**src/rtl/cu_pkg.sv**
```systemverilog
// Shared encodings for the multi-cycle control unit: opcodes, FSM states,
// instruction classes and datapath select codes.
package cu_pkg;

  localparam logic [3:0] OP_ADD   = 4'b0000;
  localparam logic [3:0] OP_SUB   = 4'b0001;
  localparam logic [3:0] OP_ADDI  = 4'b0010;
  localparam logic [3:0] OP_SUBI  = 4'b0011;
  localparam logic [3:0] OP_MUL2  = 4'b0100;
  localparam logic [3:0] OP_DIV2  = 4'b0101;
  localparam logic [3:0] OP_MOV   = 4'b0110;
  localparam logic [3:0] OP_CLR   = 4'b0111;
  localparam logic [3:0] OP_RST   = 4'b1000;
  localparam logic [3:0] OP_OUT   = 4'b1001;
  localparam logic [3:0] OP_JMP   = 4'b1010;
  localparam logic [3:0] OP_LOAD  = 4'b1011;
  localparam logic [3:0] OP_STORE = 4'b1100;
  localparam logic [3:0] OP_BRZ   = 4'b1101;
  localparam logic [3:0] OP_HALT  = 4'b1111;

  localparam logic [3:0] G_ADD  = 4'b0000;
  localparam logic [3:0] G_SUB  = 4'b0001;
  localparam logic [3:0] G_ADDI = 4'b0010;
  localparam logic [3:0] G_SUBI = 4'b0011;
  localparam logic [3:0] G_MUL2 = 4'b0100;
  localparam logic [3:0] G_DIV2 = 4'b0101;
  localparam logic [3:0] G_PASS = 4'b0110;
  localparam logic [3:0] G_CLR  = 4'b0111;

  localparam logic [1:0] MB_REG = 2'b00;
  localparam logic [1:0] MB_IMM = 2'b01;

  typedef enum logic [2:0] {
    FETCH,
    DECODE,
    EXECUTE,
    MEM_WAIT,
    HALT
  } state_e;

  typedef enum logic [3:0] {
    CL_NOP,
    CL_ALU,
    CL_RST,
    CL_OUT,
    CL_JMP,
    CL_BRZ,
    CL_LOAD,
    CL_STORE,
    CL_HALT
  } iclass_e;

endpackage

```
**src/rtl/cu_decoder.sv**
```systemverilog
// Combinational map from the instruction register to the datapath control bundle.
// With CU_BRANCH_EN defined, opcode 1101 decodes as BRZ; otherwise it is a NOP.
module cu_decoder
  import cu_pkg::*;
#(
  parameter int REG_COUNT  = 8,
  parameter int DATA_W     = 8,
  parameter int OPCODE_W   = 4,
  localparam int REG_SEL_W = $clog2(REG_COUNT),
  localparam int INSTR_W   = OPCODE_W + 2*REG_SEL_W
) (
  input  logic [INSTR_W-1:0]   ir,
  output logic [REG_SEL_W-1:0] field_a,
  output logic [REG_SEL_W-1:0] field_b,
  output logic [REG_COUNT-1:0] we_onehot,
  output logic [3:0]           g_select,
  output logic [1:0]           mb_select,
  output logic                 mf_select,
  output logic                 md_select,
  output logic [DATA_W-1:0]    constant_in,
  output iclass_e              iclass
);

  logic [OPCODE_W-1:0] opcode;

  assign opcode      = ir[INSTR_W-1 -: OPCODE_W];
  assign field_a     = ir[2*REG_SEL_W-1 -: REG_SEL_W];
  assign field_b     = ir[REG_SEL_W-1:0];
  assign constant_in = DATA_W'(field_b);

  // fieldA values beyond REG_COUNT match no bit, leaving the strobe all-zero
  always_comb begin
    we_onehot = '0;
    for (int unsigned i = 0; i < REG_COUNT; i++) begin
      if (field_a == REG_SEL_W'(i)) we_onehot[i] = 1'b1;
    end
  end

  always_comb begin
    iclass    = CL_NOP;
    g_select  = G_ADD;
    mb_select = MB_REG;
    mf_select = 1'b0;
    md_select = 1'b0;
    case (opcode)
      OPCODE_W'(OP_ADD):   begin iclass = CL_ALU; g_select = G_ADD;  md_select = 1'b1; end
      OPCODE_W'(OP_SUB):   begin iclass = CL_ALU; g_select = G_SUB;  md_select = 1'b1; end
      OPCODE_W'(OP_ADDI):  begin iclass = CL_ALU; g_select = G_ADDI; md_select = 1'b1; mb_select = MB_IMM; end
      OPCODE_W'(OP_SUBI):  begin iclass = CL_ALU; g_select = G_SUBI; md_select = 1'b1; mb_select = MB_IMM; end
      OPCODE_W'(OP_MUL2):  begin iclass = CL_ALU; g_select = G_MUL2; md_select = 1'b1; mf_select = 1'b1; end
      OPCODE_W'(OP_DIV2):  begin iclass = CL_ALU; g_select = G_DIV2; md_select = 1'b1; mf_select = 1'b1; end
      OPCODE_W'(OP_MOV):   begin iclass = CL_ALU; g_select = G_PASS; md_select = 1'b1; end
      OPCODE_W'(OP_CLR):   begin iclass = CL_ALU; g_select = G_CLR;  md_select = 1'b1; end
      OPCODE_W'(OP_RST):   iclass = CL_RST;
      OPCODE_W'(OP_OUT):   iclass = CL_OUT;
      OPCODE_W'(OP_JMP):   iclass = CL_JMP;
      OPCODE_W'(OP_LOAD):  iclass = CL_LOAD;
      OPCODE_W'(OP_STORE): iclass = CL_STORE;
`ifdef CU_BRANCH_EN
      OPCODE_W'(OP_BRZ):   iclass = CL_BRZ;
`endif
      OPCODE_W'(OP_HALT):  iclass = CL_HALT;
      default:             iclass = CL_NOP;
    endcase
  end

endmodule

```
**src/rtl/multicycle_control_unit.sv**
```systemverilog
// Multi-cycle sequencer (fetch/decode/execute/mem-wait) owning pc and IR.
// Define CU_BRANCH_EN to enable BRZ (opcode 1101) on zero_flag.
module multicycle_control_unit
  import cu_pkg::*;
#(
  parameter int REG_COUNT  = 8,
  parameter int DATA_W     = 8,
  parameter int ADDR_W     = 8,
  parameter int OPCODE_W   = 4,
  localparam int REG_SEL_W = $clog2(REG_COUNT),
  localparam int INSTR_W   = OPCODE_W + 2*REG_SEL_W
) (
  input  logic                 clk,
  input  logic                 reset,
  input  logic [INSTR_W-1:0]   instr_in,
  input  logic                 instr_valid,
  input  logic                 mem_ready,
  input  logic                 zero_flag,
  output logic                 instr_req,
  output logic [ADDR_W-1:0]    pc,
  output logic [REG_SEL_W-1:0] reg_a_select,
  output logic [REG_SEL_W-1:0] reg_b_select,
  output logic [REG_COUNT-1:0] write_enable,
  output logic                 reg_clear,
  output logic [3:0]           g_select,
  output logic [1:0]           mb_select,
  output logic                 mf_select,
  output logic                 md_select,
  output logic                 mem_read,
  output logic                 mem_write,
  output logic [DATA_W-1:0]    constant_in,
  output logic                 out_valid,
  output logic                 halted
);

  state_e               state, state_next;
  logic [INSTR_W-1:0]   ir, ir_next;
  logic [ADDR_W-1:0]    pc_next, pc_inc, pc_target;
  logic [REG_SEL_W-1:0] dec_a, dec_b;
  logic [REG_COUNT-1:0] dec_we;
  logic [3:0]           dec_g;
  logic [1:0]           dec_mb;
  logic                 dec_mf, dec_md;
  logic [DATA_W-1:0]    dec_const;
  iclass_e              dec_class;
  logic                 branch_taken;

  cu_decoder #(
    .REG_COUNT (REG_COUNT),
    .DATA_W    (DATA_W),
    .OPCODE_W  (OPCODE_W)
  ) u_decoder (
    .ir          (ir),
    .field_a     (dec_a),
    .field_b     (dec_b),
    .we_onehot   (dec_we),
    .g_select    (dec_g),
    .mb_select   (dec_mb),
    .mf_select   (dec_mf),
    .md_select   (dec_md),
    .constant_in (dec_const),
    .iclass      (dec_class)
  );

  assign pc_inc    = pc + ADDR_W'(1);
  assign pc_target = ADDR_W'({dec_a, dec_b});

`ifdef CU_BRANCH_EN
  assign branch_taken = zero_flag;
`else
  logic unused_zero;
  assign unused_zero  = zero_flag;
  assign branch_taken = 1'b0;
`endif

  always_ff @(posedge clk or posedge reset) begin
    if (reset) begin
      state <= FETCH;
      pc    <= '0;
      ir    <= '0;
    end else begin
      state <= state_next;
      pc    <= pc_next;
      ir    <= ir_next;
    end
  end

  always_comb begin
    state_next   = state;
    pc_next      = pc;
    ir_next      = ir;
    instr_req    = 1'b0;
    reg_a_select = '0;
    reg_b_select = '0;
    write_enable = '0;
    reg_clear    = 1'b0;
    g_select     = '0;
    mb_select    = '0;
    mf_select    = 1'b0;
    md_select    = 1'b0;
    mem_read     = 1'b0;
    mem_write    = 1'b0;
    constant_in  = '0;
    out_valid    = 1'b0;
    halted       = 1'b0;

    // IR-derived selects are held quiet in FETCH and HALT so idle outputs read zero
    if (state inside {DECODE, EXECUTE, MEM_WAIT}) begin
      reg_a_select = dec_a;
      reg_b_select = dec_b;
      g_select     = dec_g;
      mb_select    = dec_mb;
      mf_select    = dec_mf;
      md_select    = dec_md;
      constant_in  = dec_const;
    end

    case (state)
      FETCH: begin
        instr_req = 1'b1;
        if (instr_valid) begin
          ir_next    = instr_in;
          state_next = DECODE;
        end
      end
      DECODE: state_next = EXECUTE;
      EXECUTE: begin
        state_next = FETCH;
        pc_next    = pc_inc;
        case (dec_class)
          CL_ALU:   write_enable = dec_we;
          CL_RST:   reg_clear = 1'b1;
          CL_OUT:   out_valid = 1'b1;
          CL_JMP:   pc_next = pc_target;
          CL_BRZ:   pc_next = branch_taken ? pc_target : pc_inc;
          CL_LOAD, CL_STORE: begin
            state_next = MEM_WAIT;
            pc_next    = pc;
          end
          CL_HALT: begin
            state_next = HALT;
            pc_next    = pc;
          end
          default: ;
        endcase
      end
      MEM_WAIT: begin
        mem_read  = (dec_class == CL_LOAD);
        mem_write = (dec_class == CL_STORE);
        if (mem_ready) begin
          if (dec_class == CL_LOAD) write_enable = dec_we;
          pc_next    = pc_inc;
          state_next = FETCH;
        end
      end
      HALT:    halted = 1'b1;
      default: state_next = FETCH;
    endcase
  end

endmodule
```
**config.mk**
```make
export PLATFORM = sky130hd
export DESIGN_NAME = multicycle_control_unit
export DESIGN_NICKNAME = d
export VERILOG_FILES = /design/src/rtl/cu_pkg.sv /design/src/rtl/cu_decoder.sv /design/src/rtl/multicycle_control_unit.sv
export SDC_FILE = /design/constraint.sdc
export NUM_CORES = 1
export LEC_CHECK = 0
export ABC_AREA = 1
export CAP_MARGIN = 25
export CORE_MARGIN = 3
export CORE_UTILIZATION = 42
export CTS_CLUSTER_SIZE = 14
export DETAILED_ROUTE_END_ITERATION = 12
export GPL_ROUTABILITY_DRIVEN = 0
export PLACE_DENSITY = 0.91
export SYNTH_ARGS = -nofsm -noshare
export SYNTH_HDL_FRONTEND = slang
export SYNTH_SLANG_ARGS = --single-unit
```
**constraint.sdc**
```tcl
create_clock -name clk -period 1.8 [get_ports clk]
set_clock_uncertainty 0.05 [all_clocks]
set_input_delay 0.36 -clock clk [delete_from_list [all_inputs] [get_ports clk]]
set_output_delay 0.36 -clock clk [all_outputs]
set_load 0.01 [all_outputs]
```
==> Word-level counts from Yosys, hierarchy flattened <==
Cells that the tools add are included.
W data, S select, Z words.
{ "op_classes": {"add_sub_neg": 1, "eq_ne": 34, "mux": 39, "bitwise": 1, "n_reduce_logical": 13} }
{ "ops": {"columns": ["op", "count"], "rows": [
  ["$pmux W8 S2", 3],
  ["$mux W8", 4],
  ["$eq A4 B3 Y1 const B", 7],
  ["$eq A4 B4 Y1 const B", 7],
  ["$pmux W4 S7", 1],
  ["$mux W1", 21],
  ["$pmux W3 S7", 1],
  ["$eq A4 B2 Y1 const B", 4],
  ["$eq A3 B3 Y1 const B", 5],
  ["$mux W3", 5],
  ["$pmux W3 S5", 1],
  ["$eq A3 B2 Y1 const B", 4],
  ["$add A8 B1 Y8 const B", 1],
  ["$eq A4 B1 Y1 const B", 2],
  ["$reduce_or A8 Y1", 1],
  ["$eq A3 B1 Y1 const B", 2],
  ["$logic_not A3 Y1", 2],
  ["$ne A2 B2 Y1 const B", 3],
  ["$pmux W3 S2", 1],
  ["$reduce_and A3 Y1", 2],
  ["$reduce_or A2 Y1", 3],
  ["$logic_not A4 Y1", 1],
  ["$mux W4", 1],
  ["$reduce_bool A3 Y1", 1],
  ["other kinds (5)", 5]
]} }
{ "word_totals": {"register_bits": 21, "in_bits": 15, "output_inout_bits": 44, "word_cells": 91} }

==> Logic depth before layout (Yosys ltp) <==
{ "logic_depth": {"word_depth": 7, "ltp_mapped": 9, "depth_no_buf": 8} }

==> Cells and area by module <==
A second synthesis with hierarchy kept.
{ "hier_totals": {"hier_cells": 256, "area_unflattened_um2": 1705.4} }
{ "modules_own_cells": {"columns": ["mod", "instances", "cells_each", "area_each_um2", "seq_area_each_um2"], "rows": [
  ["multicycle_control_unit", 1, 205, 1430.1, 525.5],
  ["cu_decoder", 1, 51, 275.3, 0.0]
]} }

==> Worst setup path after synthesis <==
OpenSTA, ideal clock, no wires.
{ "synth_timing": {"path_type": "reg2out", "start": "register state[0]", "end": "output mb_select[0]", "t_arrival_ps": 1291, "required_time_ps": 1390, "slack_ps": 99, "path_stages_with_launch": 7, "path_buffers": 0, "cell_sequence": "dfrtp_1 > nor2_1 > inv_1 > nand2_1 > nor2_1 > inv_1 > nor3_1"} }
{ "synth_between": {"elab_chain_cells": 3} }
{ "synth_rtl": {"columns": ["item", "line_no", "source"], "rows": [
  ["from (decl)", "multicycle_control_unit.sv:36", "state_e state, state_next;"],
  ["from (signal assigned)", "multicycle_control_unit.sv:82", "state <= state_next;"],
  ["$eq A3 B1 Y1 / $eq A3 B2 Y1 (equally long branches)", "multicycle_control_unit.sv:108", "if (state inside {DECODE, EXECUTE, MEM_WAIT}) begin"],
  ["$reduce_bool A3 Y1 *", "multicycle_control_unit.sv:108", null],
  ["$mux W2 *", "multicycle_control_unit.sv:108", null],
  ["to (decl)", "multicycle_control_unit.sv:26", "output logic [1:0] mb_select,"]
]} }
Mark *: on every way between the ends. The rest lies on a longest branch, timed or not.

==> Worst setup path in the final report <==
{ "layout_timing": {"start": "register state[1]", "end": "output reg_a_select[2]"} }
{ "layout_between": {"elab_chain_cells": 3} }
{ "layout_rtl": {"columns": ["item", "line_no", "source"], "rows": [
  ["$eq A3 B1 Y1 / $eq A3 B2 Y1 (equally long branches)", "multicycle_control_unit.sv:108", null],
  ["$reduce_bool A3 Y1 *", "multicycle_control_unit.sv:108", null],
  ["$mux W3 *", "multicycle_control_unit.sv:108", null],
  ["to (decl)", "multicycle_control_unit.sv:21", "output logic [REG_SEL_W-1:0] reg_a_select,"]
]} }
Marked as above.

==> impl_metrics.tcl <==
set metrics [dict create \
    outcome "finished, violations left" \
    failed_checks "negative setup slack" \
    detail_route.vias_per_cell 5.04 \
    clk_transition_reported_paths_ns 0.13 \
    postLayoutSetupSlackWorst_ns -0.354 \
    antennaDiodeCount 0 \
    initial_core_util 0.448 \
    timing_worst_setup_path_type "flip-flop to output port" \
    power_frac_seq 0.230 \
    route.detailed.wl_per_inst_um 13.8 \
    syn_warnings 0 \
    finalCriticalPeriod_ns 2.15 \
    post_synth.cell_area_avg_um2 6.81 \
    placement_rows 20 \
    irDropWorstVdd_mv 1.03 \
    synth.cell_area_um2 1390 \
    maximum_number_of_pins_on_one_net_before_global_route_repair 22 \
    layout.area.seq_um2 531 \
    placed_cells 317 \
    boundaryPins 59 \
    startpoint_type "flip-flop" \
    arrival_ns 1.74 \
    min_path_type "primary input to async pin" \
    initial_drc_count 160 \
    critPathRequiredTime_ns 1.39 \
    power.share.switching 0.478 \
    final_cell_mix "44 x nand2_1, 32 x nor2_1, 32 x buf_4, 21 x clkdlybuf4s50_1" \
    cts-buffers-inserted 3 \
    timing.final.crit_share 1.20 \
    final-instance-count-excl-fill 334 \
    area_occupied_by_multi_input_gates_um2 816 \
    grt_setup_unrepaired "yes" \
    netlist-cell-type-count 28 \
    drt_wl_total_um 4610 \
    clock_latency_ns 0.30 \
    via_count 1684 \
    worstPathMaxFanout 8 \
    areaGrowthSynthToFinish_pct 62.3 \
    p_int_mw 1.98 \
    ys_ff_latch 21 \
    power_frac_comb 0.707 \
    number_of_hold_violations_in_the_final_report 0 \
    power_density_nw_per_um2 1690 \
    global_route.usage.total 0.218 \
    drt-pass1-iter-count 4 \
    clock_root_buffer_master "clkbuf_4" \
    grt_first_pass_wirelength_um 7090 \
    synth_sequential_area_ratio 0.378 \
    clock_tree_from_tritoncts "yes" \
    synth.largest_area_cell "dfrtp_1" \
    antenna_violations_before_repair 0 \
    maxClockFrequency_mhz 464 \
    cells_taking_the_most_area_after_synthesis "dfrtp_1 38%, nand2_1 15%, nor2_1 10%" \
    synth_top_cell_area_share 0.378 \
    die_area_um2 4030 \
    finalMaxSlewViolations 0 \
    layout-drive-gt1-share 0.352 \
    share_clk_of_total_power 0.062 \
    fin_worst_hold_slack_ns 0.313 \
    max_cap_violations 0 \
    report.final.setup_viol 30 \
    synthCells 204 \
    remaining_drc_errors 0 \
    die_height_um 63.5 \
    cts-htree-levels 1 \
    port_buffers 50 \
    floorplan.die.width_um 63.5 \
    dp.final_hpwl_um 2900 \
    postRouteAntennaNets 0 \
    cts_max_path_buffers 2 \
    clock-sinks 21 \
    holdBufCountCts 0 \
    p_leak_nw 1.17 \
    most_common_cell_after_layout_fill_and_taps_aside "nand2_1" \
    power.switching_mw 1.82 \
    fillerInstances 228 \
    core_area_um2 3100 \
    first_global_vias 1670 \
    globalRouteOverflowTotal 0 \
    endpoint_kind "output port" \
    number_of_nets_in_the_finished_design 307 \
]
repair_timing:
item / 4_1_cts / 5_1_grt
resized for setup: 104 / 33
buffers inserted: 11 / 4
endpoints found under the setup margin: 30 / 36
hold endpoints to repair: 0 / 0
pin swaps: 4 / 8
cells in the mapped netlist:
| cell | count |
|---|---|
| a31oi_1 | 1 |
| nor4_1 | 2 |
| inv_1 | 23 |
| o21ai_2 | 2 |
| o22ai_1 | 2 |
| mux2_2 | 1 |
| inv_2 | 2 |
| buf_4 | 10 |
| nand4_1 | 1 |
| nand2_2 | 2 |
| conb_1 | 1 |
| nand3b_1 | 1 |
| nor2_1 | 38 |
| ha_1 | 1 |
| nand3_1 | 10 |
| a21oi_1 | 9 |
| o211ai_1 | 2 |
| dfrtp_1 | 21 |
| xnor2_1 | 3 |
| or2_2 | 1 |
| nor3_1 | 6 |
| o21ai_0 | 6 |
| nand3_2 | 1 |
| buf_2 | 1 |
| nor2_2 | 1 |
| buf_6 | 1 |
| nand2_1 | 54 |
| nor2_4 | 1 |
registers in the layout, indices dropped and copies added, names as in the netlist:
register,cells
ir,10
pc,8
state,3
stage by stage:
stage	setup slack [ns]	power (mW)	area [um2]	TNS [ns]	util
after floorplan	0.0991	2.05	1410	0	-
after global placement	-0.488	3.09	2060	-6.09	0.665
after detailed placement	-0.539	3.14	2060	-6.54	0.665
after CTS	-0.221	3.49	2160	-5.04	0.698
after global routing	-0.419	4.07	2250	-9.65	0.726
final	-0.354	3.80	2250	-7.50	0.726
power groups by stage:
| stage | sequential [mW] | combinational, mW | clock (mW) |
|---|---|---|---|
| 2_1_floorplan | 0.876 | 1.18 | 0 |
| 3_3_place_gp | 0.847 | 2.24 | 0 |
| 3_5_place_dp | 0.857 | 2.28 | 0 |
| 4_1_cts | 0.853 | 2.40 | 0.235 |
| 5_1_grt | 0.896 | 2.92 | 0.256 |
| 6_report | 0.875 | 2.69 | 0.237 |
worst max-delay path, cell delays in order, from the launching register on:
cell           delay (ns)
dfrtp_1              0.43
buf_4                0.15
nor2_1               0.15
inv_1                0.11
nand2_2              0.12
buf_6                0.15
nor2_1               0.05
dlygate4sd2_1        0.29
path summary, 6_finish.rpt:
path                       slack [ns]                 start              endpoint  depth (start not counted)
min reg2reg                      0.51     pc[7]$_DFFE_PP0P_     pc[7]$_DFFE_PP0P_                          2
max reg2reg                     -0.20  state[1]$_DFFE_PP0P_     pc[7]$_DFFE_PP0P_                         13
max in group asynchronous        1.14                 reset     pc[0]$_DFFE_PP0P_                          3
max                             -0.35  state[1]$_DFFE_PP0P_       reg_a_select[2]                          7
min in group clk                 0.51     pc[7]$_DFFE_PP0P_     pc[7]$_DFFE_PP0P_                          2
min                              0.31                 reset  state[1]$_DFFE_PP0P_                          3
final cells by class:
type	instances	area share
Timing Repair Buffer	88	0.324
Inverter	25	0.0428
Clock buffer	4	0.0117
Sequential cell	21	0.235
Multi-Input combinational cell	152	0.362
Tap cell	44	0.0244
layer usage:
| metal | share of wire | GRT usage |
|---|---|---|
| met5 | 0 | 0 |
| met1 | 0.38 | 0.241 |
| met2 | 0.52 | 0.398 |
| met4 | 0.030 | 0.102 |
| met3 | 0.064 | 0.0392 |
cell families after synthesis:
logic type	synth area share
xor gates and xnor gates	0.0189
adders and majority gates	0.00901
and+or+nand+nor	0.359
AOI/OAI and AO/OA	0.0910
buffers and inverters	0.133
other	0.00270
muxes	0.00811
DFF	0.378
(Power assumes the default switching activity.)
